### src/rtl/binary_multiplier_pkg.sv
// Shared constants and types for the iterative shift-add multiplier.
package binary_multiplier_pkg;

  // Operand width used when no override is given; the product is twice this.
  localparam int unsigned DefaultWidth = 4;

  // Control states: IDLE accepts operands, BUSY iterates over multiplier bits.
  typedef enum logic [0:0] {
    StIdle = 1'b0,
    StBusy = 1'b1
  } state_e;

  // Bits needed for a counter that must be able to hold the value width.
  function automatic int unsigned cnt_width(input int unsigned width);
    return $clog2(width + 1);
  endfunction

endpackage

### src/rtl/binary_multiplier_if.sv
// Operand/result handshake bundle between a requester and the multiplier.
interface binary_multiplier_if
  import binary_multiplier_pkg::*;
#(
  parameter int unsigned WIDTH = DefaultWidth
);

  logic               in_valid;
  logic               in_ready;
  logic [WIDTH-1:0]   a;
  logic [WIDTH-1:0]   b;
  logic               out_valid;
  logic [2*WIDTH-1:0] product;

  // Requester side: presents operands, observes readiness and results.
  modport master (
    output in_valid,
    output a,
    output b,
    input  in_ready,
    input  out_valid,
    input  product
  );

  // Multiplier side.
  modport slave (
    input  in_valid,
    input  a,
    input  b,
    output in_ready,
    output out_valid,
    output product
  );

endinterface

### src/rtl/binary_multiplier_ctrl.sv
// Control FSM: sequences exactly WIDTH shift-add steps per accepted operation
// and produces the registered one-cycle completion pulse.
module binary_multiplier_ctrl
  import binary_multiplier_pkg::*;
#(
  parameter int unsigned WIDTH = DefaultWidth
) (
  input  logic clk,
  input  logic rst,
  input  logic in_valid,
  output logic in_ready,
  output logic accept,
  output logic step,
  output logic last,
  output logic out_valid
);

  localparam int unsigned CntW = cnt_width(WIDTH);
  localparam logic [CntW-1:0] LastCount = CntW'(WIDTH - 1);

  state_e          state_q;
  logic [CntW-1:0] count_q;
  logic            out_valid_q;

  // Readiness is decoded straight from state; everything else is registered.
  assign in_ready  = (state_q == StIdle);
  assign accept    = in_ready & in_valid;
  assign step      = (state_q == StBusy);
  assign last      = step & (count_q == LastCount);
  assign out_valid = out_valid_q;

  // State, bit counter and completion pulse; no early exit on zero operands.
  always_ff @(posedge clk or posedge rst) begin
    if (rst) begin
      state_q     <= StIdle;
      count_q     <= '0;
      out_valid_q <= 1'b0;
    end else begin
      out_valid_q <= 1'b0;
      unique case (state_q)
        StIdle: begin
          if (in_valid) begin
            state_q <= StBusy;
            count_q <= '0;
          end
        end
        StBusy: begin
          count_q <= count_q + 1'b1;
          if (count_q == LastCount) begin
            state_q     <= StIdle;
            out_valid_q <= 1'b1;
          end
        end
        default: begin
          state_q <= StIdle;
          count_q <= '0;
        end
      endcase
    end
  end

endmodule

### src/rtl/binary_multiplier.sv
// Sequential unsigned multiplier: one multiplier bit per cycle, full-width
// product held until the next completion.
module binary_multiplier
  import binary_multiplier_pkg::*;
#(
  parameter int unsigned WIDTH = DefaultWidth
) (
  input  logic                clk,
  input  logic                rst,
  binary_multiplier_if.slave  bus
);

  localparam int unsigned PW = 2 * WIDTH;

  logic          accept;
  logic          step;
  logic          last;
  logic          in_ready;
  logic          out_valid;

  logic [PW-1:0]    a_q;
  logic [WIDTH-1:0] b_q;
  logic [PW-1:0]    acc_q;
  logic [PW-1:0]    product_q;
  logic [PW-1:0]    acc_next;

  binary_multiplier_ctrl #(
    .WIDTH (WIDTH)
  ) u_ctrl (
    .clk       (clk),
    .rst       (rst),
    .in_valid  (bus.in_valid),
    .in_ready  (in_ready),
    .accept    (accept),
    .step      (step),
    .last      (last),
    .out_valid (out_valid)
  );

  // Partial sum including the current multiplier bit; also the final product
  // on the last step, so completion needs no extra cycle.
  always_comb begin
    acc_next = acc_q;
    if (b_q[0]) begin
      acc_next = acc_q + a_q;
    end
  end

  // Shift-add datapath; operands are only sampled on the accept edge.
  always_ff @(posedge clk or posedge rst) begin
    if (rst) begin
      a_q       <= '0;
      b_q       <= '0;
      acc_q     <= '0;
      product_q <= '0;
    end else if (accept) begin
      a_q   <= {{WIDTH{1'b0}}, bus.a};
      b_q   <= bus.b;
      acc_q <= '0;
    end else if (step) begin
      a_q   <= a_q << 1;
      b_q   <= b_q >> 1;
      acc_q <= acc_next;
      if (last) begin
        product_q <= acc_next;
      end
    end
  end

  assign bus.in_ready  = in_ready;
  assign bus.out_valid = out_valid;
  assign bus.product   = product_q;

endmodule

### src/flat_wrapper.sv
// flat-port wrapper written by rule: the top's interface ports become plain ports
module binary_multiplier_flat import binary_multiplier_pkg::*;
#(
  parameter int unsigned WIDTH = DefaultWidth
)
  (clk, rst, bus_in_valid, bus_a, bus_b, bus_in_ready, bus_out_valid, bus_product);
  binary_multiplier_if #(.WIDTH(WIDTH)) bus_i ();
  input  logic clk;
  input  logic rst;
  input wire logic [$bits(bus_i.in_valid)-1:0] bus_in_valid;
  input wire logic [$bits(bus_i.a)-1:0] bus_a;
  input wire logic [$bits(bus_i.b)-1:0] bus_b;
  output wire logic [$bits(bus_i.in_ready)-1:0] bus_in_ready;
  output wire logic [$bits(bus_i.out_valid)-1:0] bus_out_valid;
  output wire logic [$bits(bus_i.product)-1:0] bus_product;
  assign bus_i.in_valid = bus_in_valid;
  assign bus_i.a = bus_a;
  assign bus_i.b = bus_b;
  assign bus_in_ready = bus_i.in_ready;
  assign bus_out_valid = bus_i.out_valid;
  assign bus_product = bus_i.product;
  binary_multiplier #(.WIDTH(WIDTH)) u_core (.clk(clk), .rst(rst), .bus(bus_i));
endmodule
### config.mk
export PLATFORM = sky130hd
export DESIGN_NAME = binary_multiplier_flat
export DESIGN_NICKNAME = d
export VERILOG_FILES = /design/src/rtl/binary_multiplier_pkg.sv /design/src/rtl/binary_multiplier_if.sv /design/src/rtl/binary_multiplier_ctrl.sv /design/src/rtl/binary_multiplier.sv /design/src/flat_wrapper.sv
export SDC_FILE = /design/constraint.sdc
export NUM_CORES = 1
export LEC_CHECK = 0
export CAP_MARGIN = 0
export CORE_ASPECT_RATIO = 1.4
export CORE_UTILIZATION = 50
export CTS_BUF_LIST = sky130_fd_sc_hd__clkbuf_4 sky130_fd_sc_hd__clkbuf_8
export DETAILED_ROUTE_END_ITERATION = 10
export HOLD_SLACK_MARGIN = 0.02
export PLACE_DENSITY = 0.69
export SLEW_MARGIN = 15
export SYNTH_ARGS = -nofsm -noshare
export SYNTH_HDL_FRONTEND = slang
export SYNTH_HIERARCHICAL = 1
export SYNTH_SLANG_ARGS = --single-unit
export TNS_END_PERCENT = 50
### constraint.sdc
create_clock -name clk -period 2.6 [get_ports clk]
set_input_delay 0.52 -clock clk [delete_from_list [all_inputs] [get_ports clk]]
set_output_delay 0.52 -clock clk [all_outputs]
set_load 0.005 [all_outputs]
Yosys cells after proc, flatten, opt, wreduce, memory -nomap -nowiden
Cells that the tools add are included.

$add $sub $neg: 2. Multipliers: 0. Divide/modulo/power cells: 0. $lt $le $gt $ge: 0. Equality and inequality tests: 2. Shifts and indexed selects: 0. Mux-type cells: 14. Bitwise logic cells: 4. Reduce and logical (&&, ||, !) cells: 2.

Operator list (count): 8-bit two-way mux (5); 8-bit adder (1); 4-bit two-way mux (2); 3-bit one-hot mux with 2 select lines (1); 1-bit two-way mux (4); 3-bit by 1-bit adder with 3-bit output, second input constant (1); 3-bit by 2-bit equality test with 1-bit output, second input constant (1); 3-bit two-way mux (1); 3-bit AND reduction (1); 1-bit bitwise AND (2); 2-bit inequality test, second input constant (1); 1-bit NOT (2); 1-bit one-hot mux with 2 select lines (1); 2-bit nonzero test (1).

Register bits: 33. Bits in latches: 0. Memory bits (writable): 0. ROM bits: 0. Input port bits: 11. Output and inout bits: 10. Logic and storage cells: 31. Memories kept: 0.

Depth between registers and ports, before layout
Gate-level depths: netlist of the first run.

Depth in word-level cells: 4. Depth in mapped cells: 8. Mapped depth without buffers: 8.

Cells and area by module
The synthesis of the first run kept the hierarchy.

Modules (own cells, without submodules): binary_multiplier (times used 1, cells each 166, area each 1600.3 sq um); binary_multiplier_ctrl (times used 1, cells each 18, area each 217.7 sq um).

Least setup slack after synthesis of the first run
No wires, ideal clock.

Path type: register to register. From: reg u_core.a_q[0]. To: reg u_core.product_q[6] (netlist: u_core/bus.product[6]). Library setup time: 0.122 ns. Data arrival time: 1.729 ns. Required time: 2.478 ns. Path slack: 0.750 ns. Cell stages (with the launch flop): 8. Buffers on the path: 0. Path through: dfrtp_1 > ha_1 > fa_1 > a21oi_1 > o21ai_0 > a21oi_1 > mux2i_1 > nand2_1.

Longest elaborated chain between the ends: 2.

RTL lines: start, declared (line binary_multiplier.sv:21) `logic [PW-1:0] a_q;`; start signal, assigned (line binary_multiplier.sv:57) `a_q <= {{WIDTH{1'b0}}, bus.a};`; start signal, assigned (line binary_multiplier.sv:61) `a_q <= a_q << 1;`; 8-bit adder (line binary_multiplier.sv:45) `acc_next = acc_q + a_q;`; 8-bit two-way mux (line binary_multiplier.sv:44) `if (b_q[0]) begin`; end signal, assigned (line binary_multiplier.sv:65) `product_q <= acc_next;`; end, declared (line binary_multiplier.sv:24) `logic [PW-1:0] product_q;`.

Every way passes these cells. A chain may end at the register's enable or synchronous reset.

Worst setup path after layout of the first run
Ends and elaborated chain as after synthesis.

==> results of run 1 <==
## power groups by stage
stage / Sequential [mW] / Combinational (mW) / Clock [mW]
5_1_grt: 0.966 / 1.19 / 0.418
6_report: 0.927 / 1.05 / 0.380
4_1_cts: 0.931 / 1.06 / 0.394
2_1_floorplan: 0.865 / 0.776 / 0
3_3_place_gp: 0.925 / 1.01 / 0
3_5_place_dp: 0.939 / 1.06 / 0
## layer usage
| layer | routed length, um | global-route usage, % |
|---|---|---|
| met1 | 1550 | 26.0 |
| met2 | 2020 | 42.5 |
| met3 | 115 | 3.73 |
| met4 | 76 | 12.3 |
| met5 | 0 | 0 |
## cell type report
| class | instances | area, um2 |
|---|---|---|
| clock buffers | 6 | 76.3 |
| clock inverters | 2 | 10.0 |
| fillers | 311 | 1270 |
| inverters | 5 | 18.8 |
| multi-input cells | 138 | 940 |
| flip-flops and latches | 33 | 826 |
| well taps | 40 | 50.0 |
| repair buffers | 23 | 223 |
## synth_stat cells
cell type / instances
a21oi_1: 14
nand3b_4: 1
nand2_1: 30
ha_1: 9
and3_1: 1
nand3b_1: 1
or4_1: 1
o21ai_0: 16
a2111oi_0: 1
mux2i_1: 16
a211oi_1: 4
buf_2: 2
o211ai_1: 1
dfrtp_1: 33
xor2_1: 2
o31ai_1: 1
buf_4: 1
o21ba_2: 1
and2_1: 3
fa_1: 1
clkbuf_1: 5
nand3_1: 2
and4_4: 1
nor2_1: 7
o21ai_1: 2
nand4b_1: 2
inv_1: 5
a21o_1: 2
nor2b_1: 1
nor3b_1: 4
mux2_2: 1
or3_4: 1
o22ai_1: 1
xnor2_1: 2
and3b_1: 1
o21bai_1: 2
a22o_1: 1
nand2b_1: 4
or4b_1: 1
## worst min-delay path by stage
stage,endpoint,start,depth (start not counted),slack [ns]
after floorplan,u_core/u_ctrl/count_q[0],rst,1,0.30
after global placement,u_core/bus.product[4],u_core/bus.product[4],2,0.47
after detailed placement,u_core/bus.product[3],u_core/bus.product[3],2,0.47
after CTS,u_core/u_ctrl/count_q[2],rst,2,0.47
after global routing,u_core/u_ctrl/count_q[0],rst,2,0.50
final,u_core/u_ctrl/count_q[2],rst,2,0.47
## stage by stage
step           cells  instance area (um2)
2_1_floorplan    184                 1820
3_3_place_gp     239                 2060
3_5_place_dp     239                 2060
4_1_cts          247                 2140
5_1_grt          247                 2140
6_report         247                 2140
## logic make-up (layout without fill, tap and decap cells)
group                      after synthesis  in the layout
AOI/OAI and AO/OA                       46             46
xor gates and xnor gates                 4              4
adders and majority gates               10             10
buffers and inverters                   13             36
DFF                                     33             33
muxes                                   17             17
and+or+nand+nor                         61             61
## registers in the layout, summed over array words and instances (netlist names)
name,cells
u_core/a_q,8
u_core/acc_q,8
u_core/bus.product,8
u_core/b_q,4
u_core/u_ctrl/count_q,3
u_core/u_ctrl/out_valid,1
u_core/u_ctrl/step,1
==> impl_metrics.yaml, run 1 <==
run_status:
  status: "complete, no violations"
yosys:
  syn_area_um2: 1820
  synthSimpleGateAreaFrac_pct: 18.1
  synthXorXnorAreaFrac_pct: 1.93
  ys_ff_latch: 33
  yosysTopAreaCellShare_pct: 45.4
  synth_area_leader_cell: "dfrtp_1"
  synth-adder-area-share_pct: 7.30
  synth_compound_area_share_pct: 14.8
  synth_top_family_by_area: "simple AND/OR/NAND/NOR gates"
  postSynthCellCount: 184
  synthDistinctLibCells: 39
  avgSynthCellArea_um2: 9.88
  seq_area_frac_synth_pct: 45.4
  synth.area.mux_share_pct: 9.43
  netlist_top_cells_area: "dfrtp_1 (45%), mux2i_1 (8.8%), ha_1 (6.2%)"
  synth_warnings: 6
  synth_fp_nets: 205
critical_path:
  cp.depth: 7
  critPathCapture: "u_core/bus.product[6]"
  cpMostUsedCell: "a21oi_1"
  critPathLaunch: "u_core/a_q[0]"
  r2r_end: "u_core/bus.product[6]"
  slowest_delay_ns: 0.42
  timing.critical_path.buf_inv: 0
  crit_required_ns: 2.78
  r2r_setup_slack_ns: 0.48
  r2r.worst_path.cells: 7
  timing.critical_path.arrival_ns: 2.29
  critPathKind: "flip-flop to flip-flop"
  critPathCaptureType: "flip-flop"
  crit-reg2reg-launch: "u_core/a_q[0]"
  path_cells: "ha_1 -> fa_1 -> a21oi_1 -> o21ai_0 -> a21oi_1 -> mux2i_1 -> nand2_1"
  critPathTopFamily: "adder cells"
  cp_max_fo: 3
  start_kind: "flip-flop"
  crit_path_top_delay_cell: "fa_1"
global_route:
  antenna_found_initial: 0
  grt-ovfl-total: 0
  grt_pass1_wl_mm: 6.58
  grt_usage_pct: 23.7
  grt_pass1_vias: 1459
  grt_max_degree: 32
cts:
  cts_tree: "built"
  root_buffer: "clkbuf_8"
  cts_buffers: 5
  clkLatencyLatePin_ns: 0.29
  cts.sinks: 33
  post_cts_resized: 0
  clkTransAtPathRegs_ns: 0.07
  cts_max_level: 2
  cts_setup_buffers: 0
  hold_buffers: 0
  clk_path_buf_depth: 2
timing:
  rsz0062_at_grt: "no"
  fin_ws_ns: 0.483
  hold_violations: 0
  relSlewSlack_pct: 59.7
  tightest_slew_ns: 0.605
  min_period_ns: 2.12
  post-route-period-util_pct: 81.4
  tns_ns: 0
  drv_slew: 0
  setup_viol: 0
  skew_ns: 0.00204
  fmax_mhz: 472
  holdWs_ns: 0.466
placed_design:
  place.gp.congestion: 0.910
  place_ws_ns: 0.297
  numPortBuffers: 20
  dp_hpwl_mm: 2.71
route:
  wl_mm: 3.76
  vias: 1389
  wl_per_cell_um: 15.2
  drtIter0Drc: 14
  ant_nets: 0
  viasPerCell: 5.62
  drc_errors: 0
  dr.pass1.iters: 4
finish:
  antennaDiodeCount: 0
  mostFrequentLayoutCells: "dfrtp_1 (33), nand2_1 (30), clkdlybuf4s50_1 (20), mux2i_1 (16), o21ai_0 (16)"
  final_layout_size_suffix_gt1_share_pct: 8.21
  fin_util_pct: 62.9
  final_common_cell: "dfrtp_1"
  area_growth_pct: 17.9
  nNetsFinal: 227
power:
  swShare_pct: 39.2
  irDropWorstVdd_v: 0.000642
  p_seq_share_pct: 39.3
  pwr_density_cell_nw_per_um2: 1100
  combinationalPowerShare_pct: 44.5
  power.share.clock_pct: 16.1
  net-switching-power_mw: 0.924
  power.leakage_nw: 1.02
  p_total_mw: 2.36
  p_int_mw: 1.43
floorplan:
  rows: 25
  dieArea_um2: 3880
  die_h_um: 73.3
  coreArea_um2: 3410
  die_w_um: 53.0
  ios: 21
  start_util_pct: 53.3
flow_run:
  maxCapViolations: 0
hold_path:
  holdCritPathClass: "input port to async pin"
(Power assumes the default switching activity.)
==> run 2: changes to the inputs <==
clock period = 2.05 ns   (was 2.6 ns; I/O delays follow)
==> impl_metrics.yaml, run 2 (synthesis gave the netlist of run 1 again) <==
run_status:
  status: "complete, no violations"
critical_path:
  start_kind: "flip-flop"
  crit_path_top_delay_cell: "dfrtp_1"
  critPathCaptureType: "flip-flop"
  cp.depth: 6
  critPathKind: "flip-flop to flip-flop"
  slowest_delay_ns: 0.41
  critPathCapture: "u_core/bus.product[7]"
  r2r_end: "u_core/bus.product[7]"
  r2r_setup_slack_ns: 0.08
  path_cells: "ha_1 -> a21o_1 -> o21ba_2 -> a21oi_1 -> a2111oi_1 -> nand2_1"
  cp_max_fo: 7
  crit_required_ns: 2.21
  timing.critical_path.arrival_ns: 2.13
  crit-reg2reg-launch: "u_core/a_q[6]"
  r2r.worst_path.cells: 6
  timing.critical_path.buf_inv: 0
  critPathTopFamily: "compound AO/OA/AOI/OAI gates"
  critPathLaunch: "u_core/a_q[6]"
global_route:
  antenna_found_initial: 0
  grt-ovfl-total: 0
  grt_usage_pct: 23.2
  grt_max_degree: 32
  grt_pass1_vias: 1520
  grt_pass1_wl_mm: 6.50
timing:
  skew_ns: 0.00625
  setup_viol: 0
  hold_violations: 0
  post-route-period-util_pct: 96.2
  relSlewSlack_pct: 75.7
  min_period_ns: 1.97
  fin_ws_ns: 0.0773
  tightest_slew_ns: 0.365
  fmax_mhz: 507
  drv_slew: 0
  holdWs_ns: 0.347
  rsz0062_at_grt: "yes"
power:
  power.leakage_nw: 1.05
  swShare_pct: 39.4
  combinationalPowerShare_pct: 46.9
  power.share.clock_pct: 15.6
  pwr_density_cell_nw_per_um2: 1380
  net-switching-power_mw: 1.20
  irDropWorstVdd_v: 0.000762
  p_total_mw: 3.05
  p_seq_share_pct: 37.5
  p_int_mw: 1.85
floorplan:
  start_util_pct: 53.3
  rows: 25
  coreArea_um2: 3410
  ios: 21
  die_w_um: 53.0
  dieArea_um2: 3880
  die_h_um: 73.3
finish:
  antennaDiodeCount: 0
  nNetsFinal: 234
  layoutNonFillerInstCount: 254
  mostFrequentLayoutCells: "dfrtp_1 (33), nand2_1 (30), clkdlybuf4s50_1 (20), mux2i_1 (16), o21ai_0 (16)"
  area_growth_pct: 21.3
  final_layout_size_suffix_gt1_share_pct: 12.1
  final_common_cell: "dfrtp_1"
cts:
  cts_max_level: 2
  cts_buffers: 5
  clk_path_buf_depth: 2
  root_buffer: "clkbuf_8"
  cts_tree: "built"
  cts.sinks: 33
  clkTransAtPathRegs_ns: 0.07
  hold_buffers: 0
  clkLatencyLatePin_ns: 0.29
placed_design:
  dp_hpwl_mm: 2.70
  dp.cells: 246
  place_ws_ns: -0.0954
  place.gp.congestion: 0.874
  numPortBuffers: 20
route:
  top_layer: "met4"
  vias: 1427
  ant_nets: 0
  viasPerCell: 5.62
  met2_length_mm: 1.97
  dr.pass1.iters: 4
  met3_length_um: 113
  wl_met1_mm: 1.56
  drc_errors: 0
  wl_mm: 3.72
  wl_per_cell_um: 14.7
  drtIter0Drc: 39
hold_path:
  holdCritPathClass: "input port to async pin"
flow_run:
  maxCapViolations: 0
run 2: per-layer routing:
metal / global-route usage [%] / vias to the layer above
li1: - / 704
met2: 41.2 / 25
met1: 24.6 / 690
met5: 0 / -
met3: 5.38 / 8
met4: 12.6 / 0
run 2: timing repair:
item,CTS,global route
setup endpoints to repair,2,3
pin swaps,2,0
gates resized for setup,1,2
buffers inserted,0,0
run 2: how the worst min path moves through the flow:
| stage | to | depth (start not counted) | slack (ns) |
|---|---|---|---|
| 2_1_floorplan | u_core/u_ctrl/count_q[0] | 1 | 0.19 |
| 5_1_grt | u_core/u_ctrl/count_q[0] | 2 | 0.37 |
| 4_1_cts | u_core/u_ctrl/count_q[0] | 2 | 0.35 |
| 6_report | u_core/u_ctrl/count_q[0] | 2 | 0.35 |
| 3_5_place_dp | u_core/bus.product[3] | 2 | 0.47 |
| 3_3_place_gp | u_core/bus.product[3] | 2 | 0.46 |
run 2: area by class of cell:
type,instances,area (um2)
timing repair buffer,30,275
inverter,5,18.8
fill,302,1200
sequential,33,826
clock buffer,5,68.8
multi-input combinational,138,948
tap,40,50.0
clock inverter,3,17.5
run 2: power by group through the flow:
| stage | combinational, mW | clock (mW) | sequential (mW) |
|---|---|---|---|
| floorplan | 0.984 | 0 | 1.10 |
| global placement | 1.37 | 0 | 1.13 |
| detailed placement | 1.42 | 0 | 1.15 |
| CTS | 1.42 | 0.491 | 1.15 |
| global route | 1.59 | 0.517 | 1.18 |
| finish | 1.43 | 0.476 | 1.14 |
run 2: metrics by stage:
stage	cell area, um2	util [%]	setup TNS [ns]
5_1_grt	2200	64.7	-0.0745
3_5_place_dp	2110	61.9	-0.0961
4_1_cts	2200	64.4	0
6_report	2200	64.7	0
2_1_floorplan	1820	-	0
3_3_place_gp	2110	61.9	0
